--- src/rtl/digit_compose_pkg.sv ---
// Shared constants and state encoding for the decimal-entry accumulator.
// Optional feature macro: DIGIT_COMPOSE_SAT_EN (saturate on overflow instead of reject).
package digit_compose_pkg;

  localparam int COMPOSE_WIDTH = 21;
  localparam int COMPOSE_MAX   = (1 << COMPOSE_WIDTH) - 1;  // 2,097,151
  localparam int MAX_DIGITS    = 7;

  typedef enum logic [1:0] {
    COMPOSE_EMPTY = 2'd0,
    COMPOSE_ENTRY = 2'd1,
    COMPOSE_HOLD  = 2'd2
  } state_t;

endpackage

--- src/rtl/digit_compose_if.sv ---
// Result handshake between digit_compose (master) and the calculator datapath (slave).
interface digit_compose_if;

  logic                                      value_valid;
  logic                                      value_ready;
  logic [digit_compose_pkg::COMPOSE_WIDTH-1:0] value;

  modport master (output value_valid, output value, input  value_ready);
  modport slave  (input  value_valid, input  value, output value_ready);

endinterface

--- src/rtl/digit_compose_mul10_add.sv ---
// Combinational x*10+d using shifts, with overflow flag against the largest entry.
module mul10_add
  import digit_compose_pkg::*;
(
  input  logic [COMPOSE_WIDTH-1:0] x,
  input  logic [3:0]               d,
  output logic [COMPOSE_WIDTH-1:0] y,
  output logic                     ovf
);

  localparam int WIDE = COMPOSE_WIDTH + 4;

  logic [WIDE-1:0] x_wide;
  logic [WIDE-1:0] sum;

  // Four guard bits hold 10*(2^21-1)+9 exactly, so the compare sees the true value.
  assign x_wide = {4'b0, x};
  assign sum    = (x_wide << 3) + (x_wide << 1) + {{(WIDE-4){1'b0}}, d};
  assign y      = sum[COMPOSE_WIDTH-1:0];
  assign ovf    = sum > WIDE'(COMPOSE_MAX);

endmodule

--- src/rtl/digit_compose.sv ---
// Decimal keypad accumulator: builds a binary value MSD-first, offers it on a valid/ready port.
// Build option: define DIGIT_COMPOSE_SAT_EN to saturate on overflow rather than reject.
module digit_compose
  import digit_compose_pkg::*;
(
  input  logic                     clk,
  input  logic                     rst_n,
  input  logic                     digit_valid,
  input  logic [3:0]               digit,
  input  logic                     del,
  input  logic                     clr,
  input  logic                     commit,
  digit_compose_if.master          res,
  output logic [COMPOSE_WIDTH-1:0] entry,
  output logic [2:0]               count,
  output logic                     err
);

  state_t                   state, state_n;
  logic [COMPOSE_WIDTH-1:0] entry_n, value_n, mac_y;
  logic [2:0]               count_n;
  logic                     valid_n, err_n, mac_ovf;

  mul10_add u_mac (
    .x   (entry),
    .d   (digit),
    .y   (mac_y),
    .ovf (mac_ovf)
  );

  // NOTE: every next-value gets a default first, so no path through the case infers a latch.
  always_comb begin
    state_n = state;
    entry_n = entry;
    count_n = count;
    value_n = res.value;
    valid_n = res.value_valid;
    err_n   = 1'b0;

    case (state)
      COMPOSE_EMPTY, COMPOSE_ENTRY: begin
        if (clr) begin
          entry_n = '0;
          count_n = '0;
          state_n = COMPOSE_EMPTY;
        end else if (commit) begin
          if (state == COMPOSE_ENTRY) begin
            value_n = entry;
            valid_n = 1'b1;
            state_n = COMPOSE_HOLD;
          end else begin
            err_n = 1'b1;
          end
        end else if (del) begin
          if (state == COMPOSE_ENTRY) begin
            entry_n = entry / COMPOSE_WIDTH'(10);
            count_n = count - 3'd1;
            if (count == 3'd1) state_n = COMPOSE_EMPTY;
          end else begin
            err_n = 1'b1;
          end
        end else if (digit_valid) begin
          if (digit > 4'd9 || count == 3'(MAX_DIGITS)) begin
            err_n = 1'b1;
          end else if (mac_ovf) begin
            err_n = 1'b1;
`ifdef DIGIT_COMPOSE_SAT_EN
            // Pinning count at the limit blocks further digits until del/clr.
            entry_n = COMPOSE_WIDTH'(COMPOSE_MAX);
            count_n = 3'(MAX_DIGITS);
            state_n = COMPOSE_ENTRY;
`endif
          end else begin
            entry_n = mac_y;
            count_n = count + 3'd1;
            state_n = COMPOSE_ENTRY;
          end
        end
      end

      COMPOSE_HOLD: begin
        // Completed transfer and withdrawal both land in EMPTY with the entry wiped.
        if (res.value_ready || clr) begin
          valid_n = 1'b0;
          entry_n = '0;
          count_n = '0;
          state_n = COMPOSE_EMPTY;
        end
      end

      default: begin
        valid_n = 1'b0;
        entry_n = '0;
        count_n = '0;
        state_n = COMPOSE_EMPTY;
      end
    endcase
  end

  // NOTE: registers use non-blocking assignments so all state updates see pre-edge values.
  always_ff @(posedge clk or negedge rst_n) begin
    if (!rst_n) begin
      state           <= COMPOSE_EMPTY;
      entry           <= '0;
      count           <= '0;
      err             <= 1'b0;
      res.value       <= '0;
      res.value_valid <= 1'b0;
    end else begin
      state           <= state_n;
      entry           <= entry_n;
      count           <= count_n;
      err             <= err_n;
      res.value       <= value_n;
      res.value_valid <= valid_n;
    end
  end

endmodule
--- src/flat_wrapper.sv ---
// flat-port wrapper written by rule: the top's interface ports become plain ports
module digit_compose_flat import digit_compose_pkg::*;
  (clk, rst_n, digit_valid, digit, del, clr, commit, entry, count, err, res_value_valid, res_value, res_value_ready);
  digit_compose_if res_i ();
  input  logic clk;
  input  logic rst_n;
  input  logic digit_valid;
  input  logic [3:0] digit;
  input  logic del;
  input  logic clr;
  input  logic commit;
  output logic [COMPOSE_WIDTH-1:0] entry;
  output logic [2:0] count;
  output logic err;
  output wire logic [$bits(res_i.value_valid)-1:0] res_value_valid;
  output wire logic [$bits(res_i.value)-1:0] res_value;
  input wire logic [$bits(res_i.value_ready)-1:0] res_value_ready;
  assign res_value_valid = res_i.value_valid;
  assign res_value = res_i.value;
  assign res_i.value_ready = res_value_ready;
  digit_compose u_core (.clk(clk), .rst_n(rst_n), .digit_valid(digit_valid), .digit(digit), .del(del), .clr(clr), .commit(commit), .res(res_i), .entry(entry), .count(count), .err(err));
endmodule
--- config.mk ---
export PLATFORM = sky130hd
export DESIGN_NAME = digit_compose_flat
export DESIGN_NICKNAME = d
export VERILOG_FILES = /design/src/rtl/digit_compose_pkg.sv /design/src/rtl/digit_compose_if.sv /design/src/rtl/digit_compose_mul10_add.sv /design/src/rtl/digit_compose.sv /design/src/flat_wrapper.sv
export SDC_FILE = /design/constraint.sdc
export NUM_CORES = 1
export LEC_CHECK = 0
export BUFFER_PORTS_ARGS = -buffer_cell sky130_fd_sc_hd__buf_2
export CORE_MARGIN = 5
export CORE_UTILIZATION = 55
export CTS_CLUSTER_DIAMETER = 50
export DETAILED_ROUTE_END_ITERATION = 8
export PLACE_DENSITY = 0.82
export RECOVER_POWER = 100
export SLEW_MARGIN = 10
export SYNTH_ARGS = -nofsm -noshare
export SYNTH_HDL_FRONTEND = slang
export SYNTH_SLANG_ARGS = --single-unit
--- constraint.sdc ---
create_clock -name clk -period 9.7 [get_ports clk]
set_clock_uncertainty 0.1 [all_clocks]
set_input_delay 0.485 -clock clk [delete_from_list [all_inputs] [get_ports clk]]
set_output_delay 0.485 -clock clk [all_outputs]
set_load 0.02 [all_outputs]
==> impl_metrics.yaml <==
global_route:
  met1_usage: 0.320
  grt_remaining_overflow: 0
  grt_max_degree: 50
  grt_pass1_wl_mm: 25.9
  grt_use_total: 0.235
  first_global_vias: 5539
  met3_usage: 0.0286
  grt_use_met2: 0.393
  busiest_layer: "met2"
  antenna_found_initial: 0
cells_and_area:
  multi_input_area_sq_mm: 0.00422
  syn_to_final_growth_pct: 3.04
  drive_above_1_share: 0.112
  layout.nets: 792
  n_antenna_cell: 0
  seqCellArea_sq_mm: 0.00123
  fillCellCount: 975
critical_path:
  start_kind: "flop"
  rr_startpoint: "u_core.entry[19]"
  arrival_ns: 7.34
  reg2reg_setup_slack_ns: 2.48
  required_ns: 9.82
  critPathLaunch: "u_core.entry[19]"
  end_kind: "flop"
  endpoint: "u_core.entry[1]"
  rr_worst_depth: 22
  regToRegEndpoint: "u_core.entry[1]"
  worstSetupPathType: "flop to flop"
  critPathMaxFanout: 25
sta:
  hold_viol: 0
  finalCritPeriodShare: 0.745
  worst_slack_ns: 2.48
  fin_tns_setup_ns: 0
  fin_crit_ns: 7.22
  max-slew-margin-rel: -0.931
  fmax_ghz: 0.138
  rsz0062_at_grt: "no"
  slew_viol_final: 50
  finalSetupViolCount: 0
  tightest_slew_ns: 2.90
placement:
  port_buffers: 57
  routabilityCongestion: 0.941
  dp_slack_ns: 2.90
  dp_hpwl_mm: 11.0
synth:
  synth_top_family_by_area: "compound AO/OA/AOI/OAI gates"
  synth-simple-area-share: 0.212
  yosys.cell_types.count: 106
  synth_seq_area_share: 0.207
  synth_edf_count: 0
  yosysWarnings: 0
  muxShareOfSynthArea: 0.0573
  async_flop_share: 1.00
  synth_xor_area_frac: 0.0294
  syn_area_per_cell_sq_um: 8.32
  yosys.area_share.adder: 0.104
  synth_compound_area_frac: 0.311
  syn_inst: 712
  synth_ff_type: "dfrtp_1"
  synth_seq_cells: 49
  synth_area_sq_mm: 0.00592
  syn-num-nets: 770
floorplan:
  pin_count: 58
  design.die.area_sq_mm: 0.0129
  die_h_um: 114
  placeableCoreArea_sq_mm: 0.0104
  initial_core_util: 0.569
  die_w_um: 114
  core.rowCount: 37
cts:
  clock_sinks: 49
  numCtsBuffers: 5
  hold_buffers: 0
  cts_buffer_depth: 2
  cts_resized: 0
  cts_root_buffer: "clkbuf_8"
  cts_max_level: 2
  clkTransAtPathRegs_ns: 0.11
  cts_tree: "built"
  post_cts_buffers: 0
  insertion_delay_ns: 0.32
flow_run:
  cap_violations: 1
drt:
  routedWlPerCell_um: 17.5
  via_per_inst: 6.53
  first_iter_violations: 540
  drc: 0
  drtPass1Iterations: 6
  drtAntennaViolNets: 0
  wirelength_mm: 15.2
  num_vias: 5685
status:
  status: "complete, but fails checks"
  violations: "capacitance limit, slew limit"
worst_hold_path:
  worstHoldPathType: "input pin to flop"
  min_from: "commit"
cells in the final DEF (no fill, tap or decap), types with 6 or more instances in the layout:
cell type / synthesis / routed
nand2b_1: 9 / 9
o21ai_0: 44 / 45
a31oi_1: 16 / 16
nor2_1: 64 / 64
ha_1: 45 / 45
inv_1: 32 / 32
o22ai_1: 6 / 6
and3_1: 8 / 8
a21boi_0: 7 / 7
mux2i_1: 8 / 8
buf_2: 6 / 10
o211ai_1: 16 / 16
xnor2_1: 16 / 16
dfrtp_1: 49 / 49
nand3b_1: 8 / 8
a211oi_1: 9 / 9
mux2_2: 23 / 22
nand3_1: 18 / 18
clkbuf_1: 9 / 50
nand2_1: 65 / 65
nor3_1: 22 / 22
a22o_1: 6 / 6
o31ai_1: 7 / 7
a21oi_1: 42 / 41
worst min-delay path by stage:
| stage | to | slack, ns | depth (start not counted) |
|---|---|---|---|
| detailed placement | u_core.res.value[0] | 0.39 | 1 |
| CTS | u_core.res.value[16] | 0.20 | 2 |
| finish | u_core.state[0] | 0.27 | 2 |
| global placement | u_core.res.value[9] | 0.38 | 1 |
| floorplan | u_core.count[0] | 0.09 | 0 |
| global route | u_core.state[0] | 0.26 | 2 |
sequential cells by signal, indices dropped and copies added, names as in the netlist:
register                cells
u_core.res.value           21
u_core.state                2
u_core.res.value_valid      1
u_core.entry               21
u_core.count                3
u_core.err                  1
stage by stage:
stage               area (sq um)  hold slack (ns)  instances  utilization
finish                      6100            0.267        871        0.586
floorplan                   5920           0.0894        712            -
global route                6100            0.264        871        0.586
detailed placement          6060            0.391        863        0.582
CTS                         6180            0.202        871        0.593
global placement            6060            0.385        863        0.582
cells in the mapped netlist (all sizes together) (4+ instances only):
cell,count,share of area
a211o,5,0.0074
a211oi,13,0.021
a21boi,8,0.011
a21o,4,0.0051
a21oi,44,0.038
a22o,6,0.0089
a31oi,16,0.017
and2,4,0.0044
and2b,4,0.0053
and3,8,0.0085
buf,28,0.040
clkbuf,11,0.0082
dfrtp,49,0.21
dlygate4sd1,4,0.0059
ha,45,0.095
inv,32,0.020
mux2,23,0.044
mux2i,8,0.014
nand2,66,0.042
nand2b,9,0.0095
nand3,18,0.015
nand3b,8,0.010
nor2,67,0.045
nor3,23,0.020
nor3b,5,0.0072
o211ai,17,0.022
o21a,5,0.0063
o21ai,51,0.044
o221ai,7,0.012
o22ai,6,0.0063
o31ai,7,0.0089
o32ai,5,0.012
o41ai,5,0.011
or2,7,0.0074
or3,4,0.0051
xnor2,16,0.024
cell type report:
| cell class | instances | share of cell area |
|---|---|---|
| Clock inverter | 3 | 0.00779 |
| Sequential cell | 49 | 0.201 |
| Tap cell | 136 | 0.0279 |
| Multi-Input combinational cell | 583 | 0.692 |
| Inverter | 35 | 0.0215 |
| Timing Repair Buffer | 60 | 0.0390 |
| Clock buffer | 5 | 0.0113 |
cells by family (layout without fill, tap and decap cells):
kind of cell | after synthesis | in the layout
compound gates | 243 | 243
xor+xnor | 19 | 19
fa+ha+maj | 48 | 48
buf+inv | 80 | 103
flops | 49 | 49
mux | 31 | 31
simple gates | 242 | 242
worst max-delay path: stages (launching register included):
cell	delay, ns
dfrtp_1	0.85
and2b_2	0.31
a21oi_2	0.05
o41ai_1	0.58
nand2_1	0.22
a211oi_1	0.50
nor3_1	0.10
nand2_1	0.21
a311oi_1	0.10
a211o_1	0.46
o31ai_1	0.37
or2_0	0.38
nand3_1	0.14
a221oi_1	0.63
nor2_1	0.30
xnor2_1	0.37
nor3_1	0.10
a211o_1	0.34
o22a_2	0.28
nand2_1	0.13
mux2i_1	0.25
a31oi_1	0.11
a22o_1	0.23
routing by layer:
metal  vias up  wire (um)
met4         0        184
met2       209       7310
met3        28        855
met5         -          0
li1       2723          -
met1      2725       6870
Power is left out: the tool's default activity adds up to more than one toggle a clock period on the data nets, which glitch-free logic cannot reach.
